## src/rtl/ahb_to_apb_bridge.sv

```systemverilog
// AHB-Lite slave to APB4 master bridge.
// Each AHB transfer becomes one APB setup/access pair.
module ahb_to_apb_bridge #(
  parameter int ADDR_WIDTH = 16
) (
  input  logic                  HCLK,
  input  logic                  HRESETn,
  input  logic                  HSEL,
  input  logic [ADDR_WIDTH-1:0] HADDR,
  input  logic [1:0]            HTRANS,
  input  logic                  HWRITE,
  input  logic [2:0]            HSIZE,
  input  logic [3:0]            HPROT,
  input  logic                  HREADY,
  input  logic [31:0]           HWDATA,
  output logic                  HREADYOUT,
  output logic                  HRESP,
  output logic [31:0]           HRDATA,
  output logic [ADDR_WIDTH-1:0] PADDR,
  output logic                  PSEL,
  output logic                  PENABLE,
  output logic                  PWRITE,
  output logic [31:0]           PWDATA,
  output logic [3:0]            PSTRB,
  output logic [2:0]            PPROT,
  input  logic                  PREADY,
  input  logic                  PSLVERR,
  input  logic [31:0]           PRDATA
);

  typedef enum logic [2:0] {
    IDLE,
    WDATA,
    SETUP,
    ACCESS,
    ERR1,
    ERR2
  } state_t;

  typedef struct packed {
    logic [ADDR_WIDTH-1:0] addr;
    logic                  write;
    logic [3:0]            strb;
    logic [2:0]            prot;
  } apb_req_t;

  state_t      state;
  state_t      state_nxt;
  apb_req_t    req;
  logic [31:0] wdata_q;
  logic [31:0] rdata_q;
  logic [3:0]  strb_nxt;
  logic        accept;
  logic        done;
  logic        unused;

  assign unused = ^{HTRANS[0], HPROT[3:2]};

  assign accept = HSEL & HTRANS[1] & HREADY &
                  ((state == IDLE) | (state == ERR2));

  assign done = (state == ACCESS) & PREADY;

  always_comb begin
    strb_nxt = 4'b1111;
    unique case (1'b1)
      (HSIZE == 3'd0): strb_nxt = 4'b0001 << HADDR[1:0];
      (HSIZE == 3'd1): strb_nxt = HADDR[1] ? 4'b1100 : 4'b0011;
      default:         strb_nxt = 4'b1111;
    endcase
  end

  always_ff @(posedge HCLK or negedge HRESETn) begin
    if (!HRESETn) begin
      state <= IDLE;
    end else begin
      state <= state_nxt;
    end
  end

  always_comb begin
    state_nxt = state;
    unique case (state)
      IDLE, ERR2: begin
        if (accept) begin
          state_nxt = HWRITE ? WDATA : SETUP;
        end else begin
          state_nxt = IDLE;
        end
      end
      WDATA:  state_nxt = SETUP;
      SETUP:  state_nxt = ACCESS;
      ACCESS: begin
        if (PREADY) begin
          state_nxt = PSLVERR ? ERR1 : IDLE;
        end
      end
      ERR1:    state_nxt = ERR2;
      default: state_nxt = IDLE;
    endcase
  end

  always_comb begin
    HREADYOUT = 1'b0;
    HRESP     = 1'b0;
    PSEL      = 1'b0;
    PENABLE   = 1'b0;
    unique case (state)
      IDLE:   HREADYOUT = 1'b1;
      WDATA:  HREADYOUT = 1'b0;
      SETUP:  PSEL      = 1'b1;
      ACCESS: begin
        PSEL    = 1'b1;
        PENABLE = 1'b1;
      end
      ERR1:   HRESP = 1'b1;
      ERR2: begin
        HREADYOUT = 1'b1;
        HRESP     = 1'b1;
      end
      default: HREADYOUT = 1'b1;
    endcase
  end

  // Request fields only load on accept, so they stay frozen through ACCESS.
  always_ff @(posedge HCLK or negedge HRESETn) begin
    if (!HRESETn) begin
      req <= '0;
    end else if (accept) begin
      req.addr  <= {HADDR[ADDR_WIDTH-1:2], 2'b00};
      req.write <= HWRITE;
      req.strb  <= HWRITE ? strb_nxt : 4'b0000;
      req.prot  <= {~HPROT[0], HPROT[1], 1'b0};
    end
  end

  always_ff @(posedge HCLK or negedge HRESETn) begin
    if (!HRESETn) begin
      wdata_q <= '0;
    end else if (state == WDATA) begin
      wdata_q <= HWDATA;
    end
  end

  always_ff @(posedge HCLK or negedge HRESETn) begin
    if (!HRESETn) begin
      rdata_q <= '0;
    end else if (done & ~PSLVERR & ~req.write) begin
      rdata_q <= PRDATA;
    end
  end

  assign HRDATA = rdata_q;
  assign PADDR  = req.addr;
  assign PWRITE = req.write;
  assign PSTRB  = req.strb;
  assign PPROT  = req.prot;
  assign PWDATA = wdata_q;

endmodule

```

## config.mk

```make
export PLATFORM = sky130hd
export DESIGN_NAME = ahb_to_apb_bridge
export DESIGN_NICKNAME = d
export VERILOG_FILES = /design/src/rtl/ahb_to_apb_bridge.sv
export SDC_FILE = /design/constraint.sdc
export NUM_CORES = 1
export LEC_CHECK = 0
export ABC_CLOCK_PERIOD_IN_PS = 2140
export CAP_MARGIN = 20
export CORE_MARGIN = 1.5
export CORE_UTILIZATION = 39
export DETAILED_ROUTE_END_ITERATION = 7
export PLACE_DENSITY = 0.88
export SLEW_MARGIN = 5
export SYNTH_ARGS = -nofsm -noshare
export SYNTH_HDL_FRONTEND = slang
export SYNTH_SLANG_ARGS = --single-unit
export TNS_END_PERCENT = 10
```

## constraint.sdc

```tcl
create_clock -name HCLK -period 2.14 [get_ports HCLK]
set_clock_uncertainty 0.2 [all_clocks]
set_input_delay 0.214 -clock HCLK [delete_from_list [all_inputs] [get_ports HCLK]]
set_output_delay 0.214 -clock HCLK [all_outputs]
set_load 0.005 [all_outputs]
```

Yosys cells after proc, flatten, opt, wreduce, memory -nomap -nowiden
Index checks and enable logic that the tools add are counted.
{"block": "totals", "elab_cells": 43, "inputBits": 96, "latchBits": 0, "ff_bits": 88, "out_inout_bits": 92, "mem_count": 0, "romBits": 0, "ramBits": 0}
{"block": "op_classes", "muxes": 12, "n_bitwise": 10, "multipliers": 0, "add_sub_neg": 0, "n_reduce_logical": 6, "div": 0, "shifts": 1, "n_eq_ne": 7, "magnitude_cmp": 0}
{"op": "case mux 3 bit (5 select lines)", "count": 1}
{"op": "two-way mux 4 bit", "count": 2}
{"op": "case mux 4 bit (2 select lines)", "count": 1}
{"op": "AND 1 bit", "count": 6}
{"op": "== test 3 x 1 -> 1 bit (second input constant)", "count": 2}
{"op": "== test 3 x 2 -> 1 bit (second input constant)", "count": 2}
{"op": "== test 3 bit (second input constant)", "count": 2}
{"op": "logical NOT 3 bit", "count": 2}
{"op": "two-way mux 3 bit", "count": 2}
{"op": "OR reduction 2 bit", "count": 3}
{"op": "two-way mux 1 bit", "count": 4}
{"op": "two-way mux 2 bit", "count": 2}
{"op": "OR reduction 4 bit", "count": 1}
{"op": "<< shifter 1 x 2 -> 4 bit (first input constant)", "count": 1}
{"op": "NOT 1 bit", "count": 3}
{"op": "!= test 2 bit (second input constant)", "count": 1}
{"op": "bitwise OR 1 bit", "count": 1}

Longest topological paths before layout
{"block": "depth", "word_depth": 5, "mapped_depth": 5, "depth_no_buf": 3}

Worst setup path before layout
No wires, ideal clock.
{"block": "synth_path", "path_kind": "register -> register", "start": "reg state[1]", "end": "reg req, in the netlist PADDR[2]", "setup_slack_ns": 0.470, "n_path_buf": 1, "t_arrival_ns": 1.346, "synth_period_minus_slack_ns": 1.670, "stages_incl_launch_ff": 5, "required_ns": 1.815, "setup_ns": 0.125, "cell_sequence": "dfrtp_1 > nand4b_1 > nor2_2 > buf_6 > mux2_2"}
{"block": "synth_between", "elab_chain_cells": 3, "elab_cells_between_ends": 4, "classes_between": "eq/ne: 1; bitwise: 2; reduce/logical: 1"}
{"element": "start: declaration", "line": "47", "source": "state_t state;"}
{"element": "start signal: assignment", "line": "77", "source": "state <= state_nxt;"}
{"element": "== test 3 bit or logical NOT 3 bit (tied branches)", "line": "60", "source": "((state == IDLE) | (state == ERR2));"}
{"element": "bitwise OR 1 bit *", "line": "60"}
{"element": "AND 1 bit *", "line": "59", "source": "assign accept = HSEL & HTRANS[1] & HREADY &"}
{"element": "end: declaration", "line": "49", "source": "apb_req_t req;"}
Every way passes the cells marked *; elsewhere a longest branch is shown, timed or not.
A chain may end at the register's enable or synchronous reset.

Worst setup path in the final report
{"block": "layout_path", "start": "reg state[2]", "end": "out PENABLE"}
{"block": "layout_between", "elab_chain_cells": 2}
{"element": "== test 3 x 2 -> 1 bit", "line": "108", "source": "unique case (state)"}
{"element": "two-way mux 1 bit", "line": "108"}
{"element": "end: declaration", "line": "21", "source": "output logic PENABLE,"}
Every way passes these cells.

==> results.tsv <==
stage	metric	value	unit
layout	layout_commonest_cell	clkdlybuf4s50_1	
critical_path	critPathLaunch	state[2]$_DFFE_PN0P_	
synth	ys_ff_latch	88	
power	p_sw	0.001935	W
timing	finalCritPeriodShare	0.9652	
synth	synth.largest_area_cell	dfrtp_1	
synth	synth_cell_types	25	
timing	finalHoldViolations	0	
grt	grt_pass1_vias	2648	
synth	syn_avg_cell_area	16.10	um^2
die	io_pins	188	
critical_path	cp.required	1730	ps
clock_network	cts_buffer_depth	2	
power	switching_share	0.2628	
power	powerDensity	1320	nW/um^2
routing	drcViolationCount	0	
clock_network	numClockSinks	88	
placement	io_buffers	181	
critical_path	r2r_end	HRDATA[30]$_DFFE_PN0P_	
power	ir_worst_vdd	557.3	uV
timing	slew_headroom	0.5798	
placement	place_ws	97.54	ps
routing	ant_nets	0	
critical_path	end_kind	output port	
power	p_int	0.005430	W
die	die_w	97.20	um
layout	post-route-util	0.6430	
routing	drt-initial-drc-count	66	
routing	vias	2446	
timing	fmax	484.2	MHz
outcome	outcome	complete, no violations	
synth	netlist_area	3461	um^2
power	p_comb_frac	0.448	
layout	final_cell_mix	clkdlybuf4s50_1, dfrtp_1, mux2_2, clkbuf_8, o21ai_0	
min_path	hold_class	input pin to async pin	
die	dieHeight	97.20	um
timing	worst_slew_pin_slew	630.3	ps
die	num_rows	34	
synth	syn_inst	215	
clock_network	cts_tree	yes	
power	p_clk_frac	0.151	
clock_network	h-tree-depth	3	
routing	via_per_inst	4.750	
layout	area_growth	61.24	%
timing	slew_violations	0	
layout	instances_no_fill	515	
layout	layout-drive-gt1-share	0.2703	
routing	wl_per_cell	15.53	um
timing	setup-violations-final	0	
critical_path	arrival	1650	ps
clock_network	clkTransAtPathRegs	90	ps
critical_path	path_class	register to output port	
grt	grt_use_total	0.1789	
synth	synth_area_leaders	dfrtp_1, mux2_2, buf_6	
clock_network	cts_inserted_buffers	9	
synth	synth_top_area_share	0.6363	
power	p_leak	2.334	nW
critical_path	reg2reg_from	state[2]$_DFFE_PN0P_	
grt	overflow	0	
critical_path	reg2reg_depth	3	
timing	rsz0062_at_grt	no	
grt	grt_max_degree	49	
clock_network	root_buffer	clkbuf_8	
timing	fin_crit	2065	ps
timing	hold_slack	234.5	ps
layout	nNetsFinal	499	
timing	fin_setup_tns	0	ps
clock_network	clock_latency	340	ps
critical_path	critPathLaunchType	register	
placement	dpl.hpwl	6.088	mm
placement	dp.cells	499	
run	drv_cap	0	
routing	totalWireLength	7.998	mm
routing	drt_pass1_iterations	4	
synth	ys_seq_area_frac	0.6363	
grt	grt_pass1_wl	13.31	mm
timing	worst_slack	74.52	ps
power	pwr-share-seq	0.401	
grt	antenna_found_initial	0	
synth	yosys_warnings	0	
layout	num_antenna_cells	0	
critical_path	worst-path-max-fanout	7	
die	die_area	9448	um^2
die	core_area	8678	um^2
placement	routabilityCongestion	0.7091	
die	start_util	0.3988	
critical_path	reg2reg_slack	220	ps
-- final cells by class --
cell class	instances	area, um^2
Clock buffer	12	145.1
Clock inverter	3	42.54
Fill cell	673	3098
Multi-Input combinational cell	117	1169
Sequential cell	88	2205
Tap cell	108	135.1
Timing Repair Buffer	187	1884
-- stage by stage --
| step | instance area, um^2 | power (W) |
|---|---|---|
| floorplan | 3468 | 0.004175 |
| global placement | 5375 | 0.006213 |
| detailed placement | 5375 | 0.006350 |
| CTS | 5577 | 0.007488 |
| global route | 5580 | 0.007815 |
| finish | 5580 | 0.007365 |
-- synth_stat cells, drive strengths merged --
master  instances
a31o            1
and3b           1
nand3           2
a21o            1
nand2b          1
and2b           1
a221o           1
o21ai           6
nor3b           1
nand2           2
o31ai           1
mux2           84
conb            1
xor2            2
nor2b           3
buf            12
nor3            1
dfrtp          88
nor2            5
nand4b          1
-- power groups by stage --
stage | clock (W) | combinational, W | sequential [W]
floorplan | 0 | 0.00118 | 0.00300
global placement | 0 | 0.00329 | 0.00293
detailed placement | 0 | 0.00336 | 0.00299
CTS | 0.00115 | 0.00337 | 0.00297
global route | 0.00122 | 0.00353 | 0.00307
finish | 0.00111 | 0.00330 | 0.00295
-- worst max-delay path, cell delays in order, from the launching register on --
cell	delay, ps
dfrtp_2	480
and3b_2	310
clkdlybuf4s50_1	530
-- state kept, by name, summed over array words and instances, names as in the netlist --
register,cells
HRDATA,32
PWDATA,32
PADDR,14
PSTRB,4
state,3
PPROT,2
PWRITE,1
-- logic make-up (layout without fill, tap and decap cells) --
kind of cell,Yosys count,after routing,share of synthesized area
xor gates and xnor gates,2,2,0.005062
and+or+nand+nor,18,18,0.03507
other,1,3,0.001084
buffers and inverters,12,202,0.03073
muxes,84,84,0.2733
DFF,88,88,0.6363
AOI/OAI and AO/OA,10,10,0.01844
-- metal layers --
layer / vias to the layer above / routed length [um] / track usage
met5: - / 0 / 0
met4: 0 / 170 / 0.07469
met3: 14 / 544 / 0.05396
met2: 97 / 4195 / 0.3136
li1: 1130 / - / -
met1: 1205 / 3088 / 0.2023
-- worst max path at each step --
stage,endpoint,cells past startpoint
4_1_cts,HREADYOUT,3
6_report,PENABLE,2
2_1_floorplan,PADDR[2]$_DFFE_PN0P_,4
3_3_place_gp,HRDATA[30]$_DFFE_PN0P_,4
3_5_place_dp,HRDATA[30]$_DFFE_PN0P_,4
5_1_grt,PENABLE,2
-- what timing repair did --
action,in CTS,in global routing
hold endpoints to repair,46,0
setup buffers,0,0
hold buffers,1,0
resized for setup,2,2
endpoints found under the setup margin,1,2
No activity file was read; power rests on OpenSTA's default activity.
